`src/rtl/div_pkg.sv`:
```
// Shared encodings, state enum and constants for the iterative RV32M divider (div_unit).
package div_pkg;

  localparam logic [1:0] DIV_OP_DIV  = 2'b00;
  localparam logic [1:0] DIV_OP_DIVU = 2'b01;
  localparam logic [1:0] DIV_OP_REM  = 2'b10;
  localparam logic [1:0] DIV_OP_REMU = 2'b11;

  typedef enum logic [1:0] {
    IDLE = 2'd0,
    CALC = 2'd1,
    FIN  = 2'd2
  } div_state_e;

  localparam int          DIV_ITER   = 32;
  localparam logic [31:0] DIV_ZERO_Q = 32'hFFFF_FFFF;
  localparam logic [31:0] INT_MIN    = 32'h8000_0000;

  // DivOp bit 0 marks the unsigned variants, bit 1 selects the remainder.
  function automatic logic op_is_signed(input logic [1:0] op);
    return ~op[0];
  endfunction

  function automatic logic op_is_rem(input logic [1:0] op);
    return op[1];
  endfunction

  function automatic logic [31:0] neg_if(input logic [31:0] v, input logic neg);
    return neg ? (32'd0 - v) : v;
  endfunction

endpackage

```
`src/rtl/div_unit.sv`:
```
// Radix-2 restoring divide/remainder unit for DIV/DIVU/REM/REMU, one quotient bit per cycle.
// Optional macro DIV_REUSE_EN keeps the last completed result pair for same-operand reuse.
module div_unit
  import div_pkg::*;
#(
  parameter int XLEN = 32
) (
  input  logic            clk,
  input  logic            reset,
  input  logic            Start,
  input  logic [1:0]      DivOp,
  input  logic [XLEN-1:0] A,
  input  logic [XLEN-1:0] B,
  input  logic            Flush,
  output logic            Busy,
  output logic            Done,
  output logic [XLEN-1:0] DivResult
);

  div_state_e      state_q, state_d;
  logic [4:0]      count_q, count_d;
  logic [XLEN-1:0] rem_q, rem_d;
  logic [XLEN-1:0] dvd_q, dvd_d;
  logic [XLEN-1:0] divisor_q, divisor_d;
  logic [1:0]      op_q, op_d;
  logic            q_neg_q, q_neg_d;
  logic            r_neg_q, r_neg_d;
  logic            busy_q, busy_d;
  logic            done_q, done_d;
  logic [XLEN-1:0] result_q, result_d;

`ifdef DIV_REUSE_EN
  logic [XLEN-1:0] opa_q, opa_d;
  logic [XLEN-1:0] opb_q, opb_d;
  logic            last_vld_q, last_vld_d;
  logic [XLEN-1:0] last_a_q, last_a_d;
  logic [XLEN-1:0] last_b_q, last_b_d;
  logic            last_uns_q, last_uns_d;
  logic [XLEN-1:0] last_quot_q, last_quot_d;
  logic [XLEN-1:0] last_rem_q, last_rem_d;
  logic            reuse_hit;
`endif

  logic            is_signed;
  logic            a_neg;
  logic            b_neg;
  logic [XLEN-1:0] a_abs;
  logic [XLEN-1:0] b_abs;
  logic            div_zero;
  logic            sgn_ovf;
  logic [XLEN:0]   rem_shift;
  logic [XLEN:0]   rem_diff;
  logic            rem_ge;
  logic [XLEN-1:0] q_fix;
  logic [XLEN-1:0] r_fix;

  assign is_signed = op_is_signed(DivOp);
  assign a_neg     = is_signed & A[XLEN-1];
  assign b_neg     = is_signed & B[XLEN-1];
  assign a_abs     = neg_if(A, a_neg);
  assign b_abs     = neg_if(B, b_neg);
  assign div_zero  = (B == '0);
  assign sgn_ovf   = is_signed && (A == INT_MIN) && (B == '1);

  // The partial remainder stays below the divisor, so the 33-bit difference
  // never wraps and its top bit is a true borrow.
  assign rem_shift = {rem_q, dvd_q[XLEN-1]};
  assign rem_diff  = rem_shift - {1'b0, divisor_q};
  assign rem_ge    = ~rem_diff[XLEN];

  assign q_fix = neg_if(dvd_q, q_neg_q);
  assign r_fix = neg_if(rem_q, r_neg_q);

`ifdef DIV_REUSE_EN
  assign reuse_hit = last_vld_q && (A == last_a_q) && (B == last_b_q) && (DivOp[0] == last_uns_q);
`endif

  always_comb begin
    state_d   = state_q;
    count_d   = count_q;
    rem_d     = rem_q;
    dvd_d     = dvd_q;
    divisor_d = divisor_q;
    op_d      = op_q;
    q_neg_d   = q_neg_q;
    r_neg_d   = r_neg_q;
    result_d  = result_q;
    done_d    = 1'b0;
`ifdef DIV_REUSE_EN
    opa_d       = opa_q;
    opb_d       = opb_q;
    last_vld_d  = last_vld_q;
    last_a_d    = last_a_q;
    last_b_d    = last_b_q;
    last_uns_d  = last_uns_q;
    last_quot_d = last_quot_q;
    last_rem_d  = last_rem_q;
`endif

    case (state_q)
      IDLE: begin
        // Flush wins over Start; special cases load the final quotient/remainder directly.
        if (Start && !Flush) begin
          op_d      = DivOp;
          q_neg_d   = 1'b0;
          r_neg_d   = 1'b0;
          divisor_d = b_abs;
          count_d   = '0;
`ifdef DIV_REUSE_EN
          opa_d = A;
          opb_d = B;
`endif
          if (div_zero) begin
            dvd_d   = DIV_ZERO_Q;
            rem_d   = A;
            state_d = FIN;
          end else if (sgn_ovf) begin
            dvd_d   = INT_MIN;
            rem_d   = '0;
            state_d = FIN;
          end
`ifdef DIV_REUSE_EN
          else if (reuse_hit) begin
            dvd_d   = last_quot_q;
            rem_d   = last_rem_q;
            state_d = FIN;
          end
`endif
          else begin
            dvd_d   = a_abs;
            rem_d   = '0;
            q_neg_d = a_neg ^ b_neg;
            r_neg_d = a_neg;
            count_d = 5'(DIV_ITER - 1);
            state_d = CALC;
          end
        end
      end

      CALC: begin
        if (Flush) begin
          state_d = IDLE;
          count_d = '0;
        end else begin
          rem_d = rem_ge ? rem_diff[XLEN-1:0] : rem_shift[XLEN-1:0];
          dvd_d = {dvd_q[XLEN-2:0], rem_ge};
          if (count_q == '0) begin
            state_d = FIN;
          end else begin
            count_d = count_q - 5'd1;
          end
        end
      end

      FIN: begin
        state_d = IDLE;
        if (!Flush) begin
          result_d = op_is_rem(op_q) ? r_fix : q_fix;
          done_d   = 1'b1;
`ifdef DIV_REUSE_EN
          last_vld_d  = 1'b1;
          last_a_d    = opa_q;
          last_b_d    = opb_q;
          last_uns_d  = op_q[0];
          last_quot_d = q_fix;
          last_rem_d  = r_fix;
`endif
        end
      end

      default: begin
        state_d = IDLE;
      end
    endcase

    busy_d = (state_d != IDLE);
  end

  always_ff @(posedge clk) begin
    if (reset) begin
      state_q   <= IDLE;
      count_q   <= '0;
      rem_q     <= '0;
      dvd_q     <= '0;
      divisor_q <= '0;
      op_q      <= '0;
      q_neg_q   <= 1'b0;
      r_neg_q   <= 1'b0;
      busy_q    <= 1'b0;
      done_q    <= 1'b0;
      result_q  <= '0;
`ifdef DIV_REUSE_EN
      opa_q       <= '0;
      opb_q       <= '0;
      last_vld_q  <= 1'b0;
      last_a_q    <= '0;
      last_b_q    <= '0;
      last_uns_q  <= 1'b0;
      last_quot_q <= '0;
      last_rem_q  <= '0;
`endif
    end else begin
      state_q   <= state_d;
      count_q   <= count_d;
      rem_q     <= rem_d;
      dvd_q     <= dvd_d;
      divisor_q <= divisor_d;
      op_q      <= op_d;
      q_neg_q   <= q_neg_d;
      r_neg_q   <= r_neg_d;
      busy_q    <= busy_d;
      done_q    <= done_d;
      result_q  <= result_d;
`ifdef DIV_REUSE_EN
      opa_q       <= opa_d;
      opb_q       <= opb_d;
      last_vld_q  <= last_vld_d;
      last_a_q    <= last_a_d;
      last_b_q    <= last_b_d;
      last_uns_q  <= last_uns_d;
      last_quot_q <= last_quot_d;
      last_rem_q  <= last_rem_d;
`endif
    end
  end

  assign Busy      = busy_q;
  assign Done      = done_q;
  assign DivResult = result_q;

endmodule
```
`config.mk`:
```
export PLATFORM = sky130hd
export DESIGN_NAME = div_unit
export DESIGN_NICKNAME = d
export VERILOG_FILES = /design/src/rtl/div_pkg.sv /design/src/rtl/div_unit.sv
export SDC_FILE = /design/constraint.sdc
export NUM_CORES = 1
export LEC_CHECK = 0
export CAP_MARGIN = 20
export CORE_ASPECT_RATIO = 0.9
export CORE_MARGIN = 2
export CORE_UTILIZATION = 53
export CTS_CLUSTER_DIAMETER = 40
export DETAILED_ROUTE_END_ITERATION = 12
export PLACE_DENSITY = 0.88
export SLEW_MARGIN = 20
export SYNTH_ARGS = -nofsm -noshare
export SYNTH_HDL_FRONTEND = slang
export SYNTH_SLANG_ARGS = --single-unit
```
`constraint.sdc`:
```
create_clock -name clk -period 3.01 [get_ports clk]
set_input_delay 0.301 -clock clk [delete_from_list [all_inputs] [get_ports clk]]
set_output_delay 0.301 -clock clk [all_outputs]
set_load 0.05 [all_outputs]
```
### Word-level counts from Yosys, hierarchy flattened

Cells that the tools add are included.
W data, S select, Z words.

| storage, ports and cells | value |
|---|---|
| output and inout bits | 34 |
| register bits | 141 |
| logic and storage cells | 77 |
| input bits | 70 |

| operators by class | value |
|---|---|
| reductions and logical operators | 14 |
| eq/ne operators | 7 |
| bitwise gates (word level) | 7 |
| mux-type cells | 32 |
| add/sub/neg operators | 6 |

Operators by type and width:

| cell | number |
|---|---|
| $mux W32 | 13 |
| $pmux W32 S2 | 2 |
| $sub A1 B32 Y32 const A | 4 |
| $eq A32 B32 Y1 const B | 2 |
| $sub A33 B32 Y33 | 1 |
| $logic_not A32 Y1 | 1 |
| $mux W5 | 5 |
| $mux W2 | 5 |
| $pmux W5 S2 | 1 |
| $reduce_and A3 Y1 | 2 |
| $logic_not A5 Y1 | 1 |
| $mux W1 | 5 |
| $sub A5 B1 Y5 const B | 1 |
| $ne A2 B2 Y1 const B | 2 |
| $not A1 Y1 | 4 |
| $pmux W2 S2 | 1 |
| $reduce_and A2 Y1 | 2 |
| $reduce_bool A2 Y1 | 2 |
| $logic_and A1 B1 Y1 | 3 |
| $ne A3 B3 Y1 const B | 1 |
| $and A1 B1 Y1 | 2 |
| $eq A2 B1 Y1 const B | 1 |
| $eq A2 B2 Y1 const B | 1 |
| $logic_not A2 Y1 | 1 |
| other kinds (3) | 3 |

### Depth between registers and ports, before layout

| depth | value |
|---|---|
| depth in word-level cells | 8 |
| depth in mapped cells | 14 |
| mapped depth without buffers | 12 |

### Worst setup path before layout

No wires, ideal clock.

| timing path | value |
|---|---|
| path type | reg-to-reg |
| start point | reg dvd_q[31] |
| end point | reg rem_q[25] |
| slack | -110 ps |
| clock period less this slack | 3,120 ps |
| cell stages (with the launch flop) | 14 |
| buffers on the path | 2 |
| data required time | 2,873 ps |
| arrival time | 2,983 ps |
| path through | dfxtp_1 inv_1 ha_1 fa_1 nor2b_1 o2111ai_1 a2111oi_0 o21ai_1 o211ai_2 buf_2 buf_2 nor2_1 a221oi_1 a211oi_1 |

| on the way | value |
|---|---|
| cells in the longest elaborated chain, start to end | 4 |

RTL lines:

| element | line | RTL |
|---|---|---|
| start, declared | div_unit.sv:23 | `logic [XLEN-1:0] dvd_q, dvd_d;` |
| start signal, assigned | div_unit.sv:206 | `dvd_q <= dvd_d;` |
| $sub A33 B32 Y33 | div_unit.sv:68 | `assign rem_diff = rem_shift - {1'b0, divisor_q};` |
| $mux W32 | div_unit.sv:145 | `rem_d = rem_ge ? rem_diff[XLEN-1:0] : rem_shift[XLEN-1:0];` |
| $mux W32 | div_unit.sv:141 | `if (Flush) begin` |
| $pmux W32 S2 | div_unit.sv:100 | `case (state_q)` |
| end signal, assigned | div_unit.sv:205 | `rem_q <= rem_d;` |
| end, declared | div_unit.sv:22 | `logic [XLEN-1:0] rem_q, rem_d;` |

Every way passes these cells. The select of a mux whose other input is x is not followed.
A chain may end at the register's enable or synchronous reset.

### Worst setup path in the final report

| timing path | value |
|---|---|
| start point | reg dvd_q[31] |
| end point | reg rem_q[9] |

Same word-level chain as after synthesis.

==> summary by stage <==
Critical path
The worst setup path is launched from a flip-flop. The cell with the largest stage delay on the worst path is sky130_fd_sc_hd__fa_2. The number of buffers and inverters on the critical path is 3. The destination of the critical timing path is rem_q[9]. The worst register-to-register path begins at dvd_q[31]. The signal on the critical path passes through inv_2 > ha_4 > fa_2 > nor2b_4 > o2111ai_4 > a2111oi_4 > buf_4 > o21ai_4 > o211ai_4 > buf_6 > mux2_4 > a22oi_2 > a211oi_2.

Of all nets on the critical path, the largest fanout is 9. The register-to-register path setup slack is -0.20 ns. The beginning of the critical path is dvd_q[31].

The required time at the worst-slack endpoint is 3.33 ns. For this run, the slowest stage of the critical path takes 0.37 ns. The count of cell instances traversed by the critical path is 13. The arrival time at the worst endpoint is 3.53 ns. The start-to-end type of the worst setup path is reg2reg.

The endpoint identified for the worst register-to-register timing path is rem_q[9]. For the worst flop-to-flop path, the logic depth is 13. Among cell families on the critical path, the largest total delay comes from compound AO/OA/AOI/OAI gates. The endpoint kind of the worst setup timing path is a flip-flop.

Global routing
Entering global routing, the biggest net connects 67 pins. The sum of overflow across all layers after global routing is 0. The number of global-route vias before repair is 11700. The global-route usage over all layers is 0.353. The initial antenna violation count was 1. The wire length of the first global-routing pass is 61000 um.

Status
The run finished, with violations left. The final reports fail on negative setup slack.

Routing
The number of DRC markers after the initial detailed-route iteration is 1662. The post-route DRC violation count is 0. The routed wirelength normalized by instance count is 20.9 um. The remaining number of nets flagged by the antenna check after routing is 0. Wires add up to 40000 um.

The first detailed-routing pass ran for 7 iterations. Summing over every cut layer, the via total after detailed routing is 12700. The number of vias per cell after detailed routing is 6.63.

Yosys
The commonest cells after synthesis are 168 x sky130_fd_sc_hd__nor2_1, 140 x sky130_fd_sc_hd__dfxtp_1, 139 x sky130_fd_sc_hd__nand2_1. The count of flip-flops with a built-in enable after synthesis is 0. The share of synthesized cell area in and, or, nand and nor gates is 0.215. The mux contribution to synthesized area is 0.0259. Of the total synthesized cell area, the portion taken by full adders, half adders and majority gates is 0.0458. The number of different library cells used by synthesis comes to 77. The mean instance size in the synthesized netlist is 7.55 um^2. Of the post-synthesis cell area, the dominant cell type holds 0.259. In this run, synthesis produced a sequential element count of 140. The xor/xnor cell area share of the yosys netlist is 0.113. The yosys synthesis warning count is 0. The most used flip-flop cell after synthesis is sky130_fd_sc_hd__dfxtp_1. The fraction of the yosys area taken by sequential cells is 0.259.

The most frequently used cell type in the post-synthesis netlist is sky130_fd_sc_hd__nor2_1. The largest family of logic cells by synthesized area is compound AO/OA/AOI/OAI gates. In this run the cell area of the synthesized design comes to 10800 um^2.

The cell count after synthesis came out at 1433. The async set-reset flop share out of synthesis is 0. In the post-synthesis netlist, the biggest area contributors are sky130_fd_sc_hd__dfxtp_1 26%, sky130_fd_sc_hd__a21oi_1 6.4%, sky130_fd_sc_hd__nor2_1 5.8%, sky130_fd_sc_hd__xnor2_1 5.7%, sky130_fd_sc_hd__xor2_1 5.7%. Synthesis produced a netlist with a net count of 1542. The area fraction in compound gates after synthesis came to 0.280.

The cell type contributing the most total cell area after synthesis is sky130_fd_sc_hd__dfxtp_1.

Timing
Measured against its own limit, the worst slew margin works out to 0.383. Setup repair after global routing could not meet its margin everywhere. The count of endpoints failing hold in the final timing report is 0. The tightest hold path in the finished design has a slack of 0.388 ns.

On the final layout, the worst clock skew is 0.0121 ns. The fmax is 311 MHz. The final cycle utilization of the critical path is 1.07. After layout, the worst setup slack is -0.201 ns. The final max-slew violation count is 0. For the pin with the worst max-slew slack, the measured transition is 0.925 ns.

The time the final worst path needs with I/O delays and setup is 3.21 ns. The number of setup violations in the final report is 25.

Clock network
Clock tree synthesis inserted a total of 17 buffers. The worst-case clock buffer depth is 2. For this design, the sink count on the clock tree is 140. The tree is rooted in a sky130_fd_sc_hd__clkbuf_16. The clock latency of the later-clocked register in the worst-skew pair is 0.45 ns. TritonCTS built the clock tree. The register clock-pin slew on the reported worst setup and hold paths is 0.07 ns. The H-tree depth is 4. Hold repair after CTS inserted 0 buffers.

Placement
In this run, placement finished with an instance count of 1869. In this run the cell area measured after placement is 13100 um^2. The final weighted congestion in routability-driven placement is 0.992. Port buffering added 103 buffers.

The minimum setup slack after placement is -0.265 ns. The HPWL after detailed placement is 28200 um.

Die
The floorplan step set the die height to 140 um. The total area inside the core boundary comes to 20000 um^2. In this run the core area contains 49 standard-cell rows.

The die area is 21600 um^2. Pin placement for this block handled 104 I/O pins. From left edge to right edge, the die measures 155 um. For this configuration, the core starts out at a cell density of 0.541.

Final layout
The area growth from synthesis to final layout is 31.3%. For this run, the post-layout net count is 1757. Of the cells placed in the final design, the portion with a size suffix greater than 1 is 0.206. The number of fillers in the final layout is 1412. The non-filler instance count after layout is 1916. The finished cells cover 14200 um^2. The number of antenna cells inserted is 0.

Power and ir drop
Across the VDD grid, the largest voltage drop is 0.453 mV. The total power of the final layout is 7.29 mW. Power spread over the standard cell area amounts to 513 nW/um^2. For this design the static power due to leakage is 5.30 nW.

Job
The number of max-cap violations is 0.

Min path
The worst hold path belongs to the class in2reg.
==> kinds of logic after synthesis <==
logic type	after synthesis
xor+xnor	140
buf+inv	154
simple gates	481
mux	26
compound gates	453
fa+ha+maj	39
flops	140
==> per-layer routing <==
| layer | part of all wire | track usage | routed length, um |
|---|---|---|---|
| met5 | 0.00030 | 0 | 12 |
| met2 | 0.43 | 0.541 | 17400 |
| met4 | 0.062 | 0.186 | 2490 |
| met3 | 0.12 | 0.0772 | 4750 |
| met1 | 0.38 | 0.466 | 15400 |
==> worst reg2reg max path: stages (launching register included) <==
cell                        delay [ns]
sky130_fd_sc_hd__dfxtp_2          0.34
sky130_fd_sc_hd__inv_2            0.05
sky130_fd_sc_hd__ha_4             0.16
sky130_fd_sc_hd__fa_2             0.37
sky130_fd_sc_hd__nor2b_4          0.18
sky130_fd_sc_hd__o2111ai_4        0.15
sky130_fd_sc_hd__a2111oi_4        0.36
sky130_fd_sc_hd__buf_4            0.21
sky130_fd_sc_hd__o21ai_4          0.08
sky130_fd_sc_hd__o211ai_4         0.24
sky130_fd_sc_hd__buf_6            0.20
sky130_fd_sc_hd__mux2_4           0.36
sky130_fd_sc_hd__a22oi_2          0.28
sky130_fd_sc_hd__a211oi_2         0.11
==> cell usage in the layout (no fill, tap or decap), drive strengths merged, types with 7 or more instances in the layout <==
cell type	n
a211oi	71
a21oi	138
a221oi	10
a22o	8
a22oi	18
a311oi	8
a31oi	10
buf	189
clkbuf	17
clkdlybuf4s50	102
dfxtp	140
ha	38
inv	68
mux2	16
mux2i	10
nand2	140
nand2b	11
nand3	16
nand4	20
nor2	169
nor2b	9
nor3	31
nor4	23
o211ai	22
o21a	7
o21ai	73
o221ai	16
o31ai	25
o41ai	17
or3	16
or4	11
xnor2	70
xor2	70
==> worst min-delay path by stage <==
stage,from,end,cells past startpoint
global placement,DivResult[18],DivResult[18],2
CTS,reset,dvd_q[2],2
floorplan,divisor_q[13],divisor_q[13],2
finish,reset,count_q[0],2
global route,reset,count_q[0],2
detailed placement,divisor_q[18],divisor_q[18],2
==> registers in the layout, indices dropped and copies added (netlist names) <==
| signal | count |
|---|---|
| Done | 1 |
| divisor_q | 32 |
| DivResult | 32 |
| dvd_q | 32 |
| q_neg_q | 1 |
| r_neg_q | 1 |
| op_q | 1 |
| rem_q | 32 |
| Busy | 1 |
| state_q | 2 |
| count_q | 5 |
==> metrics by stage <==
stage / utilization / TNS [ns]
final: 0.711 / -1.50
after global routing: 0.711 / -3.92
after CTS: 0.700 / -1.40
after detailed placement: 0.655 / -6.77
after global placement: 0.655 / -1.17
after floorplan: - / -0.000432
==> where the power goes <==
| part | internal, mW | total [mW] | switching [mW] |
|---|---|---|---|
| clock network | 1.11 | 2.14 | 1.03 |
| logic | 1.35 | 3.05 | 1.69 |
| registers | 1.97 | 2.10 | 0.131 |
| total | 4.43 | 7.29 | 2.86 |
==> area by class of cell <==
type | count | area [um^2] | area share
multi-input cells | 1139 | 7760 | 0.547
flip-flops and latches | 140 | 2810 | 0.198
well taps | 255 | 319 | 0.0225
clock buffers | 17 | 425 | 0.0300
clock inverters | 15 | 165 | 0.0116
repair buffers | 291 | 2500 | 0.176
inverters | 59 | 221 | 0.0156
==> repair_timing <==
item                       CTS  global route
pin swaps                   23            25
hold endpoints to repair     0             0
setup endpoints to repair   32            37
setup buffers               15             2
cloned                       1             0
gates resized for setup     39            51
Power figures use the tool's default switching activity.
